==> src/rtl/aes128_cipher_loader.sv <==
// aes128_cipher_loader: packs ciphertext bytes into 128-bit blocks for the AES-128 core, with warm-up hold-off and a latency-matched plaintext valid
module aes128_cipher_loader #(
    parameter int WARMUP = 22,
    parameter int LATENCY = 21
) (
    input  logic         clk,
    input  logic         rst,
    input  logic [7:0]   byte_in,
    input  logic         byte_valid,
    output logic         byte_ready,
    output logic [127:0] block_out,
    output logic         block_strobe,
    output logic         pt_valid,
    output logic [15:0]  block_count
);
    typedef enum logic {WARM, FILL} state_t;
    state_t state, state_nx;
    logic [7:0] warm_cnt;
    logic [3:0] byte_idx;
    logic [119:0] acc;
    logic [LATENCY-1:0] tag;
    logic accept, last;
    always_comb begin
        byte_ready = state == FILL;
        accept = byte_valid && byte_ready;
        last = accept && byte_idx == 4'd15;
        state_nx = (state == WARM && warm_cnt == 8'(WARMUP - 1)) ? FILL : state;
    end
    assign pt_valid = tag[LATENCY-1];
    always_ff @(posedge clk) begin
        if (rst) begin
            state <= WARM;
            warm_cnt <= '0;
            byte_idx <= '0;
            acc <= '0;
            block_out <= '0;
            block_strobe <= 1'b0;
            tag <= '0;
            block_count <= '0;
        end else begin
            state <= state_nx;
            warm_cnt <= (state == WARM) ? warm_cnt + 8'd1 : warm_cnt;
            block_strobe <= last;
            tag <= LATENCY'({tag, block_strobe});
            if (accept) begin
                acc <= {acc[111:0], byte_in};
                byte_idx <= byte_idx + 4'd1;
            end
            if (last) begin
                block_out <= {acc, byte_in};
                block_count <= block_count + 16'd1;
            end
        end
    end
endmodule
==> config.mk <==
export PLATFORM = sky130hd
export DESIGN_NAME = aes128_cipher_loader
export DESIGN_NICKNAME = d
export VERILOG_FILES = /design/src/rtl/aes128_cipher_loader.sv
export SDC_FILE = /design/constraint.sdc
export NUM_CORES = 1
export LEC_CHECK = 0
export ABC_AREA = 1
export BUFFER_PORTS_ARGS = -buffer_cell sky130_fd_sc_hd__buf_2
export CORE_UTILIZATION = 45
export CTS_BUF_LIST = sky130_fd_sc_hd__clkbuf_2
export DETAILED_ROUTE_END_ITERATION = 8
export GPL_TIMING_DRIVEN = 0
export PLACE_DENSITY = 0.65
export SLEW_MARGIN = 5
export SYNTH_ARGS = -nofsm -noshare
export SYNTH_HDL_FRONTEND = slang
export SYNTH_SLANG_ARGS = --single-unit
==> constraint.sdc <==
create_clock -name clk -period 1.85 [get_ports clk]
set_input_delay 0.0925 -clock clk [delete_from_list [all_inputs] [get_ports clk]]
set_output_delay 0.0925 -clock clk [all_outputs]
set_load 0.01 [all_outputs]
==> results_dict.tcl <==
set metrics [dict create \
    critPathKind "flip-flop to flip-flop" \
    cts_tree "yes" \
    status "finished, final reports clean" \
    clkLatencyLatePin_ps 810 \
    rsz0062_at_grt "false" \
    synth-async-reset-ratio 0 \
    rows 55 \
    fillers 2256 \
    finalHoldViolCount 0 \
    p_leak_nw 5.89 \
    h-tree-depth 3 \
    final_cell_mix "556 x nor2_1, 299 x dfxtp_1, 181 x buf_2" \
    skew_ps 43.0 \
    ir_drop_mv 0.580 \
    seq_area_frac_synth 0.572 \
    wl_per_cell_microns 13.5 \
    drc 0 \
    grt_pass1_vias 8739 \
    final_max_slew_viol_count 0 \
    die_w_microns 155 \
    cp_slowest_cell "dfxtp_1" \
    routed_wl_microns 25800 \
    worstPathRequired_ps 2530 \
    viasPerCell 4.83 \
    grt_max_degree 11 \
    drtAntennaViolNets 0 \
    syn-cell-area_sq_um 10500 \
    finalSetupTns_ps 0 \
    numPortBuffers 157 \
    worst_pin_slew_ps 565 \
    vias 9217 \
    syn_nets 1355 \
    postLayoutCoreUtil 0.541 \
    pre_cts_ws_ps 40.4 \
    postSynthAreaPerCell_sq_um 7.81 \
    critPathMaxFanout 10 \
    syn_inst 1340 \
    post-cts-setup-buffer-count 0 \
    ctsLongestPathBuffers 3 \
    dr.pass1.iters 5 \
    coreArea_sq_um 22700 \
    finalCritPeriodShare 0.932 \
    area_growth_pct 17.4 \
    mostFrequentLayoutCell "nor2_1" \
    worstSetupEndpointType "flip-flop" \
    multi_input_area_sq_um 3860 \
    start_util 0.461 \
    dp_hpwl_microns 17800 \
    max_freq_mhz 580 \
    p_per_area_nw_per_um2 867 \
    drive_gt1_frac 0.193 \
    pin_count 158 \
    track_usage 0.219 \
    first_iter_violations 502 \
    cp-start-kind "flip-flop" \
    die_h_microns 155 \
    grt-ovfl-total 0 \
    final-setup-viol-count 0 \
    period_needed_ps 1720 \
    antenna_found_initial 1 \
    seq_area_sq_um 5990 \
    synth.distinct_cells 28 \
    root_buffer "clkbuf_2" \
    maxCapViolations 0 \
    fin_ws_ps 127 \
    arrival_ps 2410 \
    finalNetCount 1602 \
    path_cells "nand2_2 > inv_2 > nand2_2 > buf_4 > buf_2 > nor2_1 > nor2_1" \
    numCtsBuffers 77 \
    die-area_sq_um 23900 \
    gp_congestion 0.845 \
    synth-seq-cells 299 \
    grt_pass1_wl_microns 42200 \
    clkTransAtPathRegs_ps 100 \
    cpPeakStageDelay_ps 410 \
    synth_warnings 0 \
    hold_class "primary input to flip-flop" \
    slew_headroom 0.623 \
    synth_edf_count 0 \
    clkSinkCount 299 \
    ys.flop_type "dfxtp_1" \
]
==> cell type report <==
| type | instances | area share |
|---|---|---|
| diodes | 2 | 0.000407 |
| plain buffers | 87 | 0.0360 |
| clock buffers | 106 | 0.0432 |
| clock inverters | 8 | 0.00244 |
| inverters | 48 | 0.0147 |
| multi-input cells | 906 | 0.314 |
| flip-flops and latches | 299 | 0.487 |
| well taps | 285 | 0.0290 |
| repair buffers | 168 | 0.0729 |
==> cell families (layout without fill, tap and decap cells) <==
logic type / Yosys count / count (layout) / share of synthesized area
AND/OR/NAND/NOR: 624 / 624 / 0.230
flip-flops: 299 / 299 / 0.572
AO/OA/AOI/OAI: 276 / 276 / 0.132
buffers and inverters: 135 / 417 / 0.0595
adder cells (fa/ha/maj): 4 / 4 / 0.00478
XOR/XNOR: 2 / 2 / 0.00167
other: 0 / 2 / 0
==> stage by stage <==
step / total power, mW / instances / instance area [sq um] / hold slack [ps]
after floorplan: 6.74 / 1340 / 10500 / 227
after global placement: 6.81 / 1782 / 11600 / 340
after detailed placement: 6.82 / 1782 / 11600 / 348
after CTS: 10.8 / 1907 / 12300 / 7.92
after global routing: 11.2 / 1909 / 12300 / 20.7
final: 10.7 / 1909 / 12300 / 107
==> worst max-delay path, delay by kind of cell (launching register included) <==
kind                   cells  cell delay, ps
AND/OR/NAND/NOR            4             580
buffers and inverters      3             620
flip-flops                 1             410
==> per-layer routing <==
metal,vias to the layer above,part of all wire,global-route usage
met2,226,0.45,0.354
met4,0,0.022,0.0919
met3,50,0.062,0.0586
met5,-,0,0
li1,4793,-,-
met1,4148,0.46,0.277
==> cell usage after synthesis (2+ instances only) <==
cell type	n	area, sq um
dfxtp_1	299	5990
nand4_1	4	25.0
buf_6	6	67.6
nand2_2	2	12.5
o21ai_0	138	691
buf_2	24	120
nor3_1	3	15.0
clkbuf_1	47	176
nand2_1	42	158
buf_4	8	60.1
ha_1	4	50.1
xor2_1	2	17.5
inv_1	45	169
a21oi_1	14	70.1
inv_2	3	11.3
nor2_1	556	2090
o21ai_1	122	611
nand3_1	11	55.1
==> timing repair <==
action,4_1_cts,5_1_grt
hold endpoints to repair,90,0
setup endpoints to repair,0,55
gates resized for setup,0,1
hold buffers,11,0
==> where the power goes <==
group	internal, mW	switching [mW]
logic	0.0805	0.162
clock network	1.49	2.48
registers	6.44	0.00586
==> registers in the layout, summed over array words and instances (netlist names) <==
register      cells
block_out       128
tag              21
acc             120
byte_ready        1
byte_idx          4
block_count      16
warm_cnt          8
block_strobe      1
==> path summary, 6_finish.rpt <==
path / start / end / slack, ps / cells after the start
worst max register to register: byte_ready / block_out[84] / 130 / 7
worst min-delay path: byte_in[1] / block_out[1] / 110 / 4
worst max-delay path: byte_ready / block_out[84] / 130 / 7
worst min register to register: tag[11] / tag[12] / 400 / 2
Note: power is estimated with default switching activity, not from simulation.
